[src/rtl/pipe_ctrl_pkg.sv]
// Shared definitions for the pipeline hazard controller.
//   pipe_state_e : controller FSM states (debug-visible encoding on state_o)
//   REG_ZERO     : architectural zero register number, never a real dependency
//   NOP_INSTR    : bubble instruction loaded by flushed pipe registers
package pipe_ctrl_pkg;

  typedef enum logic [1:0] {
    StRun     = 2'b00,
    StLuStall = 2'b01,
    StFreeze  = 2'b10
  } pipe_state_e;

  localparam int unsigned REG_ZERO = 0;

  localparam logic [31:0] NOP_INSTR = 32'h0000_0013;

endpackage

[src/rtl/sat_counter.sv]
// Saturating up-counter with synchronous clear.
//   clk_i : clock
//   rst_i : asynchronous active-low reset, clears the count
//   clr_i : synchronous clear, wins over inc_i
//   inc_i : count up by one unless already all-ones
//   cnt_o : current count
module sat_counter #(
  parameter int unsigned W = 16
) (
  input  logic         clk_i,
  input  logic         rst_i,
  input  logic         clr_i,
  input  logic         inc_i,
  output logic [W-1:0] cnt_o
);

  logic [W-1:0] cnt_q;

  always_ff @(posedge clk_i or negedge rst_i) begin
    if (!rst_i) begin
      cnt_q <= '0;
    end else if (clr_i) begin
      cnt_q <= '0;
    end else if (inc_i && (cnt_q != '1)) begin
      cnt_q <= cnt_q + W'(1);
    end
  end

  assign cnt_o = cnt_q;

endmodule

[src/rtl/pipe_hazard_ctrl.sv]
// Five-stage pipeline hazard controller.
// Drives enables/flushes of the PC, IF/ID, ID/EX, EX/MEM and MEM/WB registers: inserts a
// one-cycle bubble on load-use, flushes the three younger stages on a taken branch and
// freezes the whole pipe while data memory is busy. Keeps saturating stall/flush statistics
// and a sticky memory-wait timeout flag.
//   clk_i, rst_i           : clock, asynchronous active-low reset
//   idex_memread_i/rt_i    : load in ID/EX and its destination register
//   ifid_rs_i/rt_i/use_rt_i: source registers of the IF/ID instruction
//   branch_taken_i         : branch resolved taken this cycle
//   mem_busy_i             : data memory not ready
//   *_en_o, *_flush_o      : pipe register enables and synchronous flushes
//   state_o                : FSM state (debug)
//   stall_cnt_o/flush_cnt_o: saturating event statistics
//   timeout_o              : sticky, memory wait reached MAX_WAIT cycles
module pipe_hazard_ctrl
  import pipe_ctrl_pkg::*;
#(
  parameter int unsigned REG_W    = 5,
  parameter int unsigned CNT_W    = 16,
  parameter int unsigned MAX_WAIT = 64
) (
  input  logic             clk_i,
  input  logic             rst_i,
  input  logic             idex_memread_i,
  input  logic [REG_W-1:0] idex_rt_i,
  input  logic [REG_W-1:0] ifid_rs_i,
  input  logic [REG_W-1:0] ifid_rt_i,
  input  logic             ifid_use_rt_i,
  input  logic             branch_taken_i,
  input  logic             mem_busy_i,
  output logic             pc_en_o,
  output logic             ifid_en_o,
  output logic             idex_en_o,
  output logic             exmem_en_o,
  output logic             memwb_en_o,
  output logic             ifid_flush_o,
  output logic             idex_flush_o,
  output logic             exmem_flush_o,
  output logic [1:0]       state_o,
  output logic [CNT_W-1:0] stall_cnt_o,
  output logic [CNT_W-1:0] flush_cnt_o,
  output logic             timeout_o
);

  localparam int unsigned WAIT_W = $clog2(MAX_WAIT + 1);

  pipe_state_e state_q, state_d;
  logic        timeout_q, timeout_d;
  logic        load_use;
  logic        pc_en, ifid_en, idex_en, exmem_en, memwb_en;
  logic        ifid_flush, idex_flush, exmem_flush;
  logic        stall_inc, flush_inc, wait_inc;
  logic [WAIT_W-1:0] wait_cnt;

  assign load_use = idex_memread_i && (idex_rt_i != REG_W'(REG_ZERO)) &&
                    ((idex_rt_i == ifid_rs_i) || (ifid_use_rt_i && (idex_rt_i == ifid_rt_i)));

  always_comb begin
    state_d     = state_q;
    pc_en       = 1'b0;
    ifid_en     = 1'b0;
    idex_en     = 1'b0;
    exmem_en    = 1'b0;
    memwb_en    = 1'b0;
    ifid_flush  = 1'b0;
    idex_flush  = 1'b0;
    exmem_flush = 1'b0;
    stall_inc   = 1'b0;
    flush_inc   = 1'b0;
    wait_inc    = 1'b0;
    case (state_q)
      StRun, StLuStall: begin
        if (mem_busy_i) begin
          state_d = StFreeze;
        end else if (branch_taken_i) begin
          {pc_en, ifid_en, idex_en, exmem_en, memwb_en} = '1;
          {ifid_flush, idex_flush, exmem_flush}         = '1;
          flush_inc = 1'b1;
          state_d   = StRun;
        end else if ((state_q == StRun) && load_use) begin
          // Hold PC and IF/ID, push a bubble into ID/EX behind the load.
          {idex_en, exmem_en, memwb_en} = '1;
          idex_flush = 1'b1;
          stall_inc  = 1'b1;
          state_d    = StLuStall;
        end else begin
          // Load-use in LU_STALL is ignored: the load has already moved on.
          {pc_en, ifid_en, idex_en, exmem_en, memwb_en} = '1;
          state_d = StRun;
        end
      end
      StFreeze: begin
        if (mem_busy_i) begin
          wait_inc = 1'b1;
        end else begin
          state_d = StRun;
        end
      end
      default: state_d = StRun;
    endcase
  end

  // Sets at the end of the MAX_WAIT-th frozen cycle.
  assign timeout_d = timeout_q ||
                     ((state_q == StFreeze) && (wait_cnt >= WAIT_W'(MAX_WAIT - 1)));

  always_ff @(posedge clk_i or negedge rst_i) begin
    if (!rst_i) begin
      state_q   <= StRun;
      timeout_q <= 1'b0;
    end else begin
      state_q   <= state_d;
      timeout_q <= timeout_d;
    end
  end

  sat_counter #(.W(CNT_W)) u_stall_cnt (
    .clk_i (clk_i),
    .rst_i (rst_i),
    .clr_i (1'b0),
    .inc_i (stall_inc),
    .cnt_o (stall_cnt_o)
  );

  sat_counter #(.W(CNT_W)) u_flush_cnt (
    .clk_i (clk_i),
    .rst_i (rst_i),
    .clr_i (1'b0),
    .inc_i (flush_inc),
    .cnt_o (flush_cnt_o)
  );

  sat_counter #(.W(WAIT_W)) u_wait_cnt (
    .clk_i (clk_i),
    .rst_i (rst_i),
    .clr_i (!wait_inc),
    .inc_i (wait_inc),
    .cnt_o (wait_cnt)
  );

  // Everything held and nothing flushed while reset is asserted.
  assign pc_en_o       = rst_i && pc_en;
  assign ifid_en_o     = rst_i && ifid_en;
  assign idex_en_o     = rst_i && idex_en;
  assign exmem_en_o    = rst_i && exmem_en;
  assign memwb_en_o    = rst_i && memwb_en;
  assign ifid_flush_o  = rst_i && ifid_flush;
  assign idex_flush_o  = rst_i && idex_flush;
  assign exmem_flush_o = rst_i && exmem_flush;
  assign state_o       = state_q;
  assign timeout_o     = timeout_q;

endmodule
[config.mk]
export PLATFORM = sky130hd
export DESIGN_NAME = pipe_hazard_ctrl
export DESIGN_NICKNAME = d
export VERILOG_FILES = /design/src/rtl/pipe_ctrl_pkg.sv /design/src/rtl/sat_counter.sv /design/src/rtl/pipe_hazard_ctrl.sv
export SDC_FILE = /design/constraint.sdc
export NUM_CORES = 1
export LEC_CHECK = 0
export ABC_AREA = 1
export BUFFER_PORTS_ARGS = -buffer_cell sky130_fd_sc_hd__buf_2
export CORE_MARGIN = 2
export CORE_UTILIZATION = 38
export CTS_BUF_LIST = sky130_fd_sc_hd__clkbuf_8 sky130_fd_sc_hd__clkbuf_16
export DETAILED_ROUTE_END_ITERATION = 10
export PLACE_DENSITY_LB_ADDON = 0.2
export SETUP_SLACK_MARGIN = 0.05
export SKIP_CTS_REPAIR_TIMING = 1
export SYNTH_ARGS = -nofsm -noshare
export SYNTH_HDL_FRONTEND = slang
export SYNTH_SLANG_ARGS = --single-unit
[constraint.sdc]
create_clock -name clk_i -period 2.2 [get_ports clk_i]
set_input_delay 0.44 -clock clk_i [delete_from_list [all_inputs] [get_ports clk_i]]
set_output_delay 0.44 -clock clk_i [all_outputs]
set_load 0.05 [all_outputs]
Word-level counts from Yosys, hierarchy flattened
Cells that the tools add are included.

word-level totals
  bits in latches = 0
  bits in registers = 42
  memory bits (read-only) = 0
  bits in writable memories = 0
  memories = 0
  word-level logic and storage cells = 60
  output and inout bits = 43

cells by class
  bitwise logic cells = 0
  reduce and logical (&&, ||, !) cells = 17
  equal/unequal tests = 9
  shift operators = 0
  $lt $le $gt $ge = 1
  multipliers = 0
  divide/modulo/power cells = 0
  add/subtract/negate cells = 3
  multiplexer cells = 25

operators by type and width
  operator                                                           number
  adder 16 x 1 -> 16 bit, second input constant                      2
  != test 16 bit, second input constant                              2
  two-way mux 1 bit                                                  20
  two-way mux 7 bit                                                  2
  logical AND 1 bit                                                  12
  == test 5 bit                                                      2
  adder 7 x 1 -> 7 bit, second input constant                        1
  greater-or-equal comparator 7 x 6 -> 1 bit, second input constant  1
  != test 7 bit, second input constant                               1
  nonzero test 5 bit                                                 1
  two-way mux 2 bit                                                  2
  != test 2 bit, second input constant                               2
  case mux 2 bit (2 select lines)                                    1
  == test 2 x 1 -> 1 bit, second input constant                      1
  == test 2 bit, second input constant                               1
  zero test 2 bit                                                    1
  logical OR 1 bit                                                   2
  OR reduction 2 bit                                                 1

Longest topological paths before layout
  depth in word-level cells = 10
  depth in mapped cells = 11
  gate-level depth less buffers = 10

Cells and area by module
Synthesis repeated with hierarchy kept, for this count alone.

unflattened totals
  cells, all modules = 433
  area, all modules = 2952.8 µm²

by module, submodules not included
  module                         instances  area each (µm²)  sequential area each (µm²)  cells each
  sat_counter (u_flush_cnt ...)  2          1037.2           400.4                       144
  sat_counter (u_wait_cnt)       1          441.7            175.2                       62
  pipe_hazard_ctrl               1          436.7            75.1                        83

Worst setup path before layout
No wires, ideal clock.

  kind = register -> output
  start point = reg state_q[1] (netlist: state_o[1])
  end point = out pc_en_o
  path buffers = 1
  stages on the path, launching flop included = 7
  path slack = -0.184 ns
  data arrival time = 1.944 ns
  cell sequence = dfrtp_1 nor2_1 nand2_1 inv_1 nand2_1 inv_1 buf_4

between the ends
  word-level cells in the longest chain between the ends = 7
  elaborated cells on any way between the ends = 9
  those cells by class = eq/ne (1); mux (4); reduce/logical (4)

RTL lines
  element                          RTL line                 text
  start: declaration               pipe_hazard_ctrl.sv:47   pipe_state_e state_q, state_d;
  start signal: assignment         pipe_hazard_ctrl.sv:109  state_q <= StRun;
  start signal: assignment         pipe_hazard_ctrl.sv:112  state_q <= state_d;
  zero test 2 bit                  n/a
  logical AND 1 bit                pipe_hazard_ctrl.sv:80   end else if ((state_q == StRun) && load_use) begin
  two-way mux 1 bit (3 in series)  n/a
  two-way mux 1 bit (*)            n/a
  logical AND 1 bit (*)            n/a
  end: declaration                 pipe_hazard_ctrl.sv:31   output logic pc_en_o,

Every way passes the cells marked *; elsewhere a longest branch is shown, timed or not.

Worst setup path in the final report
  start point = reg state_q[1] (netlist: state_o[1])
  end point = out pc_en_o

between the ends
  word-level cells in the longest chain between the ends = 7
  elaborated cells on any way between the ends = 9
  those cells by class = eq/ne (1); mux (4); reduce/logical (4)

RTL lines
  element                RTL line                                        text
  zero test 2 bit        pipe_hazard_ctrl.sv:71, pipe_hazard_ctrl.sv:80
  logical AND 1 bit      pipe_hazard_ctrl.sv:80
  two-way mux 1 bit      pipe_hazard_ctrl.sv:80
  two-way mux 1 bit      pipe_hazard_ctrl.sv:75                          end else if (branch_taken_i) begin
  two-way mux 1 bit      pipe_hazard_ctrl.sv:73                          if (mem_busy_i) begin
  two-way mux 1 bit (*)  pipe_hazard_ctrl.sv:71                          case (state_q)
  logical AND 1 bit (*)  pipe_hazard_ctrl.sv:142                         assign pc_en_o = rst_i && pc_en;

Marks and branches as above.

==> flow_summary.toml <==
[outcome]
outcome = "complete, no violations"

[placed_design]
place_ws_ns = 0.271
gp_congestion = 0.833
portBuffers = 63
hpwl_mm = 4.47

[logic_synthesis]
synth_cell_type_count = 29
yosys_warnings = 0
avgSynthCellArea_sq_um = 7.50
yosysTopAreaCellShare_pct = 39.8
synth_top_area_cell = "dfrtp_1"
yosys-top-cells-area = "dfrtp_1 (40%), nand2_1 (13%), xor2_1 (8.0%)"
synth_area_sq_um = 2640
syn-num-nets = 376
yosys_register_bits = 42
syn-instance-count = 352
ys_seq_area_share_pct = 39.8

[setup_path]
arrival_ns = 1.53
path_class = "flip-flop to primary output"
path_delay_family = "simple AND/OR/NAND/NOR gates"
crit_chain = "nor2_1 > nand3_1 > inv_1 > nand3_1 > nand2_1 > inv_1 > buf_2"
reg2reg_depth = 9
worst-path-buf-inv = 3
cp_slowest_cell = "dfrtp_1"
crit_path_start_kind = "flip-flop"
worst-path-stages = 7
worstPathRequired_ns = 1.76
cp_slowest_stage_delay_ns = 0.44
critPathCaptureType = "primary output"
cp_max_fo = 6

[global_routing]
grt_pass1_wl_mm = 10.0
grt_usage_pct = 16.4
grt_pass1_vias = 2325
grt_max_degree = 43
grt.overflow.total = 0
antenna_found_initial = 0

[power_and_ir_drop]
leakage_uw = 0.00177
ir_drop_mv = 0.301
power_density_nw_per_um2 = 633

[cts]
cts_tree = "built"
clk_pin_slew_ns = 0.08
cts.path.max_buffers = 2
cts_sinks = 42
cts_inserted_buffers = 5
clk_latency_ns = 0.30
htree_levels = 2
cts-root-buf = "clkbuf_8"

[timing]
hold_slack_ns = 0.236
finalHoldViolations = 0
fin_skew_ns = 0.00708
setup_slack_ns = 0.231
rsz0062_at_grt = "no"
post-route-min-period_ns = 1.97
fin_crit_sh_pct = 89.5
clock.fmax_ghz = 0.508
drv_slew = 0
slew-limit-headroom_pct = 64.4
worst_pin_slew_ns = 0.534
setup_viol = 0

[routing]
avgRoutedWirePerCell_microns = 11.9
drt-vias-per-instance = 4.83
dr.pass1.iters = 4
vias = 2412
ant_nets = 0
wirelength_mm = 5.92
drc = 0
drt_iter0_drc = 96

[job]
drv_cap = 0

[floorplan]
die_h_microns = 87.3
ioPinCount = 64
initial_core_util_pct = 39.1
rows = 30
core_sq_um = 6760
die_w_microns = 87.3
dieArea_sq_um = 7630

[cells_and_area]
drive_gt1_share_pct = 20.5
fin_nets = 442
diodes = 0
final_util_pct = 46.5
layout_commonest_cell = "nand2_1"
num-fill-cells = 694
areaGrowthSynthToFinish_pct = 19.0
final_cell_mix = "nand2_1 (89), buf_2 (63), inv_1 (55)"

[hold_path]
hp-class = "input pin to asynchronous set/reset pin"
[through the flow]
stage	area (sq um)	std cells	setup TNS, ns	total power, uW
after global placement	3030	491	0	1380
after detailed placement	3030	491	0	1390
after CTS	3140	499	0	2010
after global routing	3140	499	0	2100
after floorplan	2650	352	-0.0902	1260
final	3140	499	0	1990
[where the power goes]
part	internal [uW]	total, uW	leakage (uW)	switching, uW
sequential	834	914	0.000467	79.6
clock	334	613	0.0000556	279
combinational	123	459	0.00125	336
total	1290	1990	0.00177	695
[registers in the layout, indices dropped and copies added (netlist names)]
| name | cells |
|---|---|
| u_flush_cnt.cnt_o | 16 |
| u_stall_cnt.cnt_o | 16 |
| u_wait_cnt.cnt_o | 7 |
| state_o | 2 |
| timeout_o | 1 |
[cells in the mapped netlist (all sizes together)]
library cell / instances
nand2: 91
inv: 57
dfrtp: 42
nand3: 39
nor2: 29
xor2: 24
o21bai: 16
nor3: 14
buf: 8
o21ai: 7
a21oi: 5
nand4: 5
xnor2: 5
ha: 3
a22oi: 1
a31o: 1
a31oi: 1
and2: 1
nand3b: 1
nor3b: 1
nor4: 1
[routing by layer]
layer  up-vias  routed length, microns  GRT usage (%)
li1       1235                       -              -
met4         0                      34           3.08
met3         4                     211           4.17
met1      1141                    2810           20.5
met5         -                       0              0
met2        32                    2860           28.5
[worst paths after layout]
kind | start | endpoint | slack [ns]
worst max-delay path | state_o[1] | pc_en_o | 0.23
worst min-delay path | rst_i | u_flush_cnt.cnt_o[4] | 0.24
worst max register to register | u_flush_cnt.cnt_o[0] | u_flush_cnt.cnt_o[9] | 0.36
worst min register to register | timeout_o | timeout_o | 0.47
max in group asynchronous | rst_i | u_stall_cnt.cnt_o[3] | 1.60
min in group clk_i | mem_busy_i | state_o[1] | 0.43
[logic make-up after synthesis]
| logic type | count (synthesis) | share of synthesized area [%] |
|---|---|---|
| xor gates and xnor gates | 29 | 9.63 |
| buffers and inverters | 65 | 10.4 |
| DFF | 42 | 39.8 |
| AOI/OAI and AO/OA | 31 | 7.68 |
| adders and majority gates | 3 | 1.42 |
| and+or+nand+nor | 182 | 31.0 |
[layout make-up]
class	count	area [sq um]	area share (%)
multi-input cells	245	1320	41.9
well taps	80	100	3.19
flip-flops and latches	42	1050	33.5
repair buffers	67	345	11.0
clock inverters	3	41.3	1.32
inverters	57	218	6.94
clock buffers	5	68.8	2.19
[worst reg2reg max path: stages (launching register included)]
cell and delay (ns):
dfrtp_1 0.43, ha_1 0.23, nand3_1 0.10, nor3_1 0.15, nand3_1 0.11, nand2_2 0.19
inv_1 0.17, nand2_1 0.16, o21ai_0 0.08, and2_1 0.13
Power figures use the tool's default switching activity.
